**src/rtl/word_collector.sv**
```systemverilog
// word_collector: collects single-cycle word strobes from NCH deserializer
// channels into 1-deep holding registers, round-robin arbitrates them into a
// shared FWFT FIFO and presents a ready/valid stream tagged with the channel.
// Optional feature macro: WC_TSTAMP_EN adds a free-running 16-bit stamp that
// travels with each accepted word and appears on out_tstamp.

// Per-channel holding register, pending flag and sticky overflow flag.
module wc_lane #(
   parameter int PW = 16
) (
   input  logic          clk,
   input  logic          rst_n,
   input  logic          strobe,
   input  logic          gnt,
   input  logic          ovf_clr,
   input  logic [PW-1:0] din,
   output logic [PW-1:0] hold,
   output logic          pending,
   output logic          ovf
);
   // A word is taken when the slot is free or is being emptied this cycle.
   logic take;
   assign take = strobe & (~pending | gnt);

   // Holding register and pending flag; grant without recapture frees the slot.
   always_ff @(posedge clk or negedge rst_n) begin
      if (!rst_n) begin
         hold    <= '0;
         pending <= 1'b0;
      end else if (take) begin
         hold    <= din;
         pending <= 1'b1;
      end else if (gnt) begin
         pending <= 1'b0;
      end
   end

   // Sticky overflow: a dropped word wins over a same-cycle clear.
   always_ff @(posedge clk or negedge rst_n) begin
      if (!rst_n)                      ovf <= 1'b0;
      else if (strobe & ~take)         ovf <= 1'b1;
      else if (ovf_clr)                ovf <= 1'b0;
   end
endmodule

module word_collector #(
   parameter int CHW = 2,
   parameter int AW  = 3
) (
   input  logic                    clk,
   input  logic                    rst_n,
   input  logic [(1<<CHW)*16-1:0]  in_data,
   input  logic [(1<<CHW)-1:0]     in_valid,
   output logic [15:0]             out_data,
   output logic [CHW-1:0]          out_chan,
   output logic                    out_valid,
   input  logic                    out_ready,
   output logic [AW:0]             fifo_count,
   output logic [(1<<CHW)-1:0]     ovf,
`ifdef WC_TSTAMP_EN
   output logic [15:0]             out_tstamp,
`endif
   input  logic                    ovf_clr
);
   localparam int NCH   = 1 << CHW;
   localparam int DEPTH = 1 << AW;
`ifdef WC_TSTAMP_EN
   localparam int PW = 32;   // {stamp, word}
`else
   localparam int PW = 16;   // word only
`endif
   localparam int EW = CHW + PW;
   localparam logic [AW:0] FULL = (AW+1)'(DEPTH);

   logic [NCH-1:0][PW-1:0] din, hold;
   logic [NCH-1:0]         pending, gnt_vec;
   logic [CHW-1:0]         rr_last, gnt_idx;
   logic                   gnt_any;

   logic [EW-1:0]          mem [DEPTH];
   logic [AW-1:0]          wr_ptr, rd_ptr;
   logic [EW-1:0]          head;
   logic                   push, pop;

`ifdef WC_TSTAMP_EN
   logic [15:0] tcnt;

   // Free-running stamp counter, wraps naturally at 16 bits.
   always_ff @(posedge clk or negedge rst_n) begin
      if (!rst_n) tcnt <= '0;
      else        tcnt <= tcnt + 16'd1;
   end
`endif

   for (genvar c = 0; c < NCH; c++) begin : g_lane
`ifdef WC_TSTAMP_EN
      assign din[c] = {tcnt, in_data[16*c +: 16]};
`else
      assign din[c] = in_data[16*c +: 16];
`endif
      wc_lane #(.PW(PW)) u_lane (
         .clk     (clk),
         .rst_n   (rst_n),
         .strobe  (in_valid[c]),
         .gnt     (gnt_vec[c]),
         .ovf_clr (ovf_clr),
         .din     (din[c]),
         .hold    (hold[c]),
         .pending (pending[c]),
         .ovf     (ovf[c])
      );
   end

   // Round-robin: first pending channel after rr_last; only when FIFO has room
   // as of the start of the cycle (a same-cycle pop does not count).
   always_comb begin
      gnt_any = 1'b0;
      gnt_idx = '0;
      gnt_vec = '0;
      if (fifo_count < FULL) begin
         for (int i = 1; i <= NCH; i++) begin
            if (!gnt_any && pending[rr_last + CHW'(i)]) begin
               gnt_any                    = 1'b1;
               gnt_idx                    = rr_last + CHW'(i);
               gnt_vec[rr_last + CHW'(i)] = 1'b1;
            end
         end
      end
   end

   // Round-robin pointer moves only on a grant.
   always_ff @(posedge clk or negedge rst_n) begin
      if (!rst_n)       rr_last <= CHW'(NCH-1);
      else if (gnt_any) rr_last <= gnt_idx;
   end

   assign push      = gnt_any;
   assign out_valid = (fifo_count != '0);
   assign pop       = out_valid & out_ready;

   // FIFO storage; contents need no reset since out_valid gates the head.
   always_ff @(posedge clk) begin
      if (push) mem[wr_ptr] <= {gnt_idx, hold[gnt_idx]};
   end

   // FIFO pointers and occupancy.
   always_ff @(posedge clk or negedge rst_n) begin
      if (!rst_n) begin
         wr_ptr     <= '0;
         rd_ptr     <= '0;
         fifo_count <= '0;
      end else begin
         if (push) wr_ptr <= wr_ptr + AW'(1);
         if (pop)  rd_ptr <= rd_ptr + AW'(1);
         case ({push, pop})
            2'b10:   fifo_count <= fifo_count + (AW+1)'(1);
            2'b01:   fifo_count <= fifo_count - (AW+1)'(1);
            default: fifo_count <= fifo_count;
         endcase
      end
   end

   assign head     = mem[rd_ptr];
   assign out_data = out_valid ? head[15:0] : 16'h0;
   assign out_chan = out_valid ? head[EW-1 -: CHW] : '0;
`ifdef WC_TSTAMP_EN
   assign out_tstamp = out_valid ? head[31:16] : 16'h0;
`endif
endmodule
```
**config.mk**
```make
export PLATFORM = sky130hd
export DESIGN_NAME = word_collector
export DESIGN_NICKNAME = d
export VERILOG_FILES = /design/src/rtl/word_collector.sv
export SDC_FILE = /design/constraint.sdc
export NUM_CORES = 1
export LEC_CHECK = 0
export CAP_MARGIN = 10
export CORE_UTILIZATION = 50
export CTS_CLUSTER_SIZE = 30
export DETAILED_ROUTE_END_ITERATION = 12
export PLACE_DENSITY = 0.79
export SYNTH_ARGS = -nofsm -noshare
export SYNTH_HDL_FRONTEND = slang
export SYNTH_SLANG_ARGS = --single-unit
```
**constraint.sdc**
```tcl
create_clock -name clk -period 3.6 [get_ports clk]
set_input_delay 0.54 -clock clk [delete_from_list [all_inputs] [get_ports clk]]
set_output_delay 0.54 -clock clk [all_outputs]
set_load 0.005 [all_outputs]
```
==> results of run 1 <==
## logic make-up after synthesis
logic type | share of synthesized area, %
AND/OR/NAND/NOR | 3.049
adder cells (fa/ha/maj) | 1.638
buffers and inverters | 2.621
multiplexers | 24.73
AO/OA/AOI/OAI | 2.520
flip-flops | 64.73
XOR/XNOR | 0.7056
## synth_stat cells (2+ instances only)
master and count:
nand2b_1 6, mux4_2 38, buf_6 7, a221oi_2 3, xor2_1 5, mux2i_1 68, nor3_1 3, buf_1 4
inv_1 15, ha_1 13, buf_4 5, mux2_2 9, edfxtp_1 144, mux2_1 28, or2_2 4, dfrtp_1 82
a221oi_1 2, buf_2 7, dfstp_2 2, a221o_1 5, a21oi_1 4, a21o_1 2, nor2_1 32, a22o_1 3
mux4_1 2, nor2b_1 3, xnor2_1 3, nand2_1 13, clkbuf_1 10, mux2_4 30
## metal layers
metal | up-vias | GRT usage (%) | part of all wire [%]
met4 | 0 | 5.829 | 1.5
li1 | 2380 | - | -
met3 | 29 | 3.152 | 6.8
met5 | - | 0 | 0
met2 | 203 | 33.68 | 49
met1 | 2744 | 28.00 | 43
## state kept, by name, summed over array words and instances (netlist names)
| signal | count |
|---|---|
| mem | 144 |
| g_lane.u_lane.hold | 64 |
| fifo_count | 4 |
| g_lane.u_lane.ovf | 4 |
| g_lane.u_lane.pending | 4 |
| rd_ptr | 3 |
| wr_ptr | 3 |
| rr_last | 2 |
## layout by cell type, fill, tap and decap left out, types with 5 or more instances in the layout
master	Yosys	routed
nand2b_1	6	6
mux2i_2	0	13
edfxtp_1	144	144
a221o_1	5	5
mux2i_1	68	52
dfrtp_1	82	81
inv_1	15	15
xor2_1	5	5
mux4_2	38	38
nand2_1	13	13
clkbuf_1	10	5
ha_1	13	12
buf_4	5	19
clkdlybuf4s50_1	0	97
nor2_1	32	32
mux2_4	30	30
mux2_1	28	28
mux2_2	9	9
clkbuf_16	0	23
## per-stage QoR
stage	setup slack (ns)	instance area, um2	std cells
3_3_place_gp	0.2498	11300	917
4_1_cts	0.004212	11980	957
6_report	0.05947	12070	957
3_5_place_dp	0.01762	11300	917
2_1_floorplan	0.02160	9950	565
5_1_grt	-0.1257	12070	957
## timing repair
| item | 4_1_cts | 5_1_grt |
|---|---|---|
| hold buffers | 0 | 0 |
| endpoints found under the setup margin | 0 | 129 |
| gates resized for setup | 0 | 20 |
## worst max-delay path, cell delays in order, from the launching register on
cell,delay [ns]
dfstp_2,0.62
inv_1,0.14
ha_1,0.43
mux4_2,0.45
or2_1,0.33
a221o_1,0.32
o21ai_0,0.08
a221o_1,0.22
buf_12,0.23
mux2i_2,0.44
## area by class of cell
type | instances | area [um2]
repair buffers | 120 | 1194
inverters | 15 | 56.30
clock buffers | 31 | 635.6
multi-input cells | 289 | 3374
flip-flops and latches | 228 | 6430
fillers | 1326 | 7393
clock inverters | 9 | 47.55
well taps | 265 | 331.6
## power groups by stage
stage | logic (uW) | registers [uW] | clock network [uW]
2_1_floorplan | 3820 | 4830 | 0
3_3_place_gp | 5300 | 4980 | 0
3_5_place_dp | 5560 | 5060 | 0
4_1_cts | 5570 | 5020 | 2190
5_1_grt | 6260 | 5110 | 2300
6_report | 5840 | 5020 | 2150
## worst max path at each step
stage | start | to | slack (ns) | depth (start not counted)
2_1_floorplan | rr_last[0] | fifo_count[2] | 0.02 | 15
3_3_place_gp | rr_last[1] | mem[4][1] | 0.25 | 9
6_report | rr_last[1] | mem[4][7] | 0.06 | 9
3_5_place_dp | rr_last[1] | mem[0][5] | 0.02 | 9
5_1_grt | rr_last[1] | mem[6][9] | -0.13 | 9
4_1_cts | rr_last[1] | mem[7][10] | 0.004 | 9
==> flow_summary.yaml, run 1 <==
power_and_ir_drop:
  p_comb_share_pct: 44.9
  p_clk_share_pct: 16.6
  switching_share_pct: 33.74
  power_density_nw_per_um2: 1077
  ir_drop_v: 0.0005408
  p_switching_uw: 4388
  seqPwrFrac_pct: 38.6
  p_leak_uw: 0.004575
  p_int_uw: 8616
  total_power_uw: 13000
timing:
  finClkSkew_ns: 0.01178
  post-route-min-period_ns: 3.541
  final_max_slew_viol_count: 0
  finalSetupTns_ns: 0
  hold_slack_ns: 0.2215
  hold_viol_final: 0
  worst_pin_slew_ns: 1.054
  rsz0062_at_grt: "yes"
  timing.fmax_mhz: 282.4
  relSlewSlack_pct: 29.73
  setup_viol: 0
  period_share_pct: 98.35
clock_tree:
  insertion_delay_ns: 0.50
  numCtsBuffers: 22
  clock_path_buffers: 3
  htreeDepth: 1
  clock-sinks: 228
  path_clk_slew_ns: 0.06
  cts_setup_buffers: 0
  clockRootBuffer: "clkbuf_16"
  cts_tree: "yes"
floorplan:
  dieArea_um2: 20430
  rows: 51
  start_util_pct: 51.03
  coreArea_um2: 19460
  die_width_um: 142.9
  boundaryPins: 99
  fp.dieH_um: 142.9
cells_and_area:
  drive_above_1_share_pct: 24.13
  area_delta_synth_final_pct: 21.53
  layout.nets: 761
  num_antenna_cells: 0
  final_core_util_pct: 62.01
worst_setup_path:
  worstPathRequired_ns: 3.86
  reg2reg_depth: 9
  path_class: "flip-flop to flip-flop"
  r2r_end: "mem[4][7]"
  startpoint_type: "flip-flop"
  crit_arrival_ns: 3.80
  worst_setup_path_end_kind: "flip-flop"
  r2r_slack_ns: 0.06
  crit_fanout: 18
  worst_r2r_startpoint: "rr_last[1]"
synthesis:
  syn_area_um2: 9931
  synth_edf_count: 144
  synth_area_leaders: "edfxtp_1, dfrtp_1, mux4_2"
  ys_seq_elements: 228
  seq_area_frac_synth_pct: 64.73
  synth_flop_cell: "edfxtp_1"
  synthArstFlopShare_pct: 36.84
  syn_inst: 565
  syn_area_per_cell_um2: 17.58
  yosys_warnings: 0
  synthDistinctLibCells: 43
  synth_top_area_cell: "edfxtp_1"
  yosysTopAreaCellShare_pct: 43.54
  syn-num-nets: 650
detailed_routing:
  wl_per_cell_um: 21.14
  antenna_left: 0
  dr.pass1.iters: 5
  wirelength_mm: 20.24
  viasPerCell: 5.597
  drtIter0Drc: 450
  vias: 5356
  drc: 0
place:
  hpwlAfterDp_mm: 13.10
  gp_congestion: 0.7611
  port-buffer-count: 98
global_routing:
  overflow: 0
  track_usage_pct: 20.34
  grt_pass1_vias: 5551
  grt_max_degree: 85
  grt_pass1_wl_mm: 30.71
  antenna_found_initial: 0
status:
  status: "completed"
min_path:
  hp-class: "primary input to asynchronous set/reset pin"
run:
  drv_cap: 0
(Power assumes the default switching activity.)
==> run 2: changes to the inputs <==
--- a/config.mk
+++ b/config.mk
@@ -9,6 +9,7 @@
 export CORE_UTILIZATION = 50
 export CTS_CLUSTER_SIZE = 30
 export DETAILED_ROUTE_END_ITERATION = 12
+export GPL_ROUTABILITY_DRIVEN = 0
 export PLACE_DENSITY = 0.79
 export SYNTH_ARGS = -nofsm -noshare
 export SYNTH_HDL_FRONTEND = slang
==> results of run 2 <==
Final layout, timing and power as in run 1 (identical DEF).
==> run 3: changes to the inputs <==
--- a/config.mk
+++ b/config.mk
@@ -5,6 +5,7 @@
 export SDC_FILE = /design/constraint.sdc
 export NUM_CORES = 1
 export LEC_CHECK = 0
+export ABC_CLOCK_PERIOD_IN_PS = 3600
 export CAP_MARGIN = 10
 export CORE_UTILIZATION = 50
 export CTS_CLUSTER_SIZE = 30
==> results of run 3 <==
Final layout, timing and power as in run 1 (identical DEF).
==> RTL change (config.mk and constraints of run 2) <==
`CHW`: 2 -> 3.
--- a/src/rtl/word_collector.sv
+++ b/src/rtl/word_collector.sv
@@ -44,7 +44,7 @@
 endmodule
 
 module word_collector #(
-   parameter int CHW = 2,
+   parameter int CHW = 3,
    parameter int AW  = 3
 ) (
    input  logic                    clk,
Ports: changed (resized in_data, in_valid, out_chan and ovf); port bits go from 99 to 172. The function was not compared with the original's and may differ.
==> RTL change against run 2 <==
  * The run now ends with negative hold slack, negative setup slack left
  * Sequential cell count rose by 81
  * Non-clock buffer count rose by 190
  * Synthesized area rose by 44%
  * Wire length rose by 92%
  * Power rose by 74%
  * Combinational power rose by 110%
  * Critical path depth rose by 3
  * Synthesized cell count rose by 58%
  * Design area rose by 59%
  * Worst setup slack got worse by 0.26 ns
  * Critical endpoint is now g_lane[1].u_lane.hold[10]$_DFFE_PN0P_
  * Largest power group unchanged
  * Highest routed layer unchanged
==> RTL change: results (changes against run 2) <==
- Outcome: complete, but fails checks
- Met1 WL: 16100 um (+86%)
- Relative slew slack: 46.7% (+17 points)
- Clk_lat worst skew: 0.59 ns (+0.09 ns)
- Failing checks: negative hold slack, negative setup slack
- Fin worst setup slack: -0.202 ns (-0.261 ns)
- Register-to-Register Path Depth: 12 (+3)
- Asr flop ratio synth: 50.8% (+14 points)
- Number of global-route vias before repair: 9747 (+76%)
- Met3 WL: 2800 um (+100%)
- Hpwl dp: 25300 um (+93%)
- Largest net degree at the start of global routing: 83 (-2.4%)
- Syn Nets: 1044 (+61%)
- Final-layout fill cell count: 1801 (+36%)
- Overall routing resource usage: 27.0% (+6.7 points)
- WL met2: 18300 um (+85%)
- Clock Skews: 0.0211 ns (+0.00928 ns)
- Final hold vios: 4 (+4)
- Clock Tree Buf Depth: 3 (unchanged)
- DR pass1 iterations: 7 (+2)
- Met2 usage: 42.2% (+8.5 points)
- Share of layout cells above drive strength 1: 39.7% (+16 points)
- Arrival @ worst endpoint: 4.26 ns (+0.46 ns)
- FF-to-FF End: g_lane[1].u_lane.hold[10]$_DFFE_PN0P_
- First-pass GRT wire length: 58500 um (+91%)
- Fin nets: 1337 (+76%)
- Place WS: -0.256 ns (-0.274 ns)
- Max VDD drop: 0.000612 V (+13%)
- Net Sw Power: 8.02 mW (+83%)
- Final Setup Violations: 257 (+257)
- Port Buffer Count: 171 (+74%)
- Hold_ws: -0.0105 ns (-0.232 ns)
- Most Crowded Layer GR: met2
- Post-synthesis sequential area ratio: 59.3% (-5.4 points)
- Top Registers: mem (152), g_lane.u_lane.hold (128)
- Launching point of the worst reg2reg path: rr_last[0]$_DFFE_PN1P_
- Top FF cell, synth: dfrtp_1
- Cell variety after synth: 74 (+72%)
- Lkg Pwr: 7.43 nW (+62%)
- Cts bufs inserted: 31 (+41%)
- Wirelength per Cell: 24.5 um (+16%)
- Commonest cells in the netlist: 154 x dfrtp_1, 152 x edfxtp_1, 143 x mux2_2, 83 x mux4_2, 40 x nand2_1
- Via-to-Cell Ratio: 5.99 (+7.0%)
- Area contributors post-synth: edfxtp_1 32%, dfrtp_1 27%, mux4_2 13%
- CP max FO: 7 (-11)
- Met3 Track Usage GR: 4.67% (+1.5 points)
- Global Route met1 Usage: 37.9% (+9.9 points)
## RTL change: changes by cell type after synthesis, sizes merged, moves of 6 or more
cell	run 2	this run
a211oi	0	6
a21oi	4	18
buf	23	29
clkbuf	10	22
dfrtp	82	154
edfxtp	144	152
inv	15	25
mux2	67	153
mux2i	68	24
mux4	40	83
nand2	13	40
nand3	0	12
o21ai	1	17
## RTL change: power groups by stage
stage | Sequential [mW] | Clock [mW] | Combinational, mW
floorplan | 6.67 | 0 | 7.35
global placement | 7.01 | 0 | 10.7
detailed placement | 7.07 | 0 | 11.1
CTS | 7.03 | 3.21 | 11.8
global route | 7.20 | 3.35 | 13.0
finish | 7.06 | 3.19 | 12.3
## RTL change: what timing repair did
action,4_1_cts,5_1_grt
hold endpoints to repair,0,0
gates resized for setup,31,9
pin swaps,15,9
cloned,3,3
hold buffers,0,0
buffers inserted,27,4
endpoints found under the setup margin,241,354
## RTL change: through the flow
| step | area (um2) | hold slack [ns] | instances |
|---|---|---|---|
| 2_1_floorplan | 14700 | 0.244 | 892 |
| 3_3_place_gp | 17700 | 0.470 | 1495 |
| 3_5_place_dp | 17700 | 0.476 | 1495 |
| 4_1_cts | 19000 | 0.0136 | 1581 |
| 5_1_grt | 19200 | 0.0445 | 1588 |
| 6_report | 19200 | -0.0105 | 1588 |
## RTL change: cell type report
cell class                 count  share of cell area, %
sequential                   309                   44.2
clock buffer                  41                   4.23
clock inverter                17                  0.925
inverter                      26                  0.560
timing repair buffer         310                   16.7
tap                          378                   2.46
multi-input combinational    507                   30.9
## RTL change: cell families after synthesis
group | synth area share [%]
flops | 59.3
compound gates | 4.68
xor+xnor | 0.673
buf+inv | 2.55
fa+ha+maj | 1.10
mux | 27.2
simple gates | 4.48
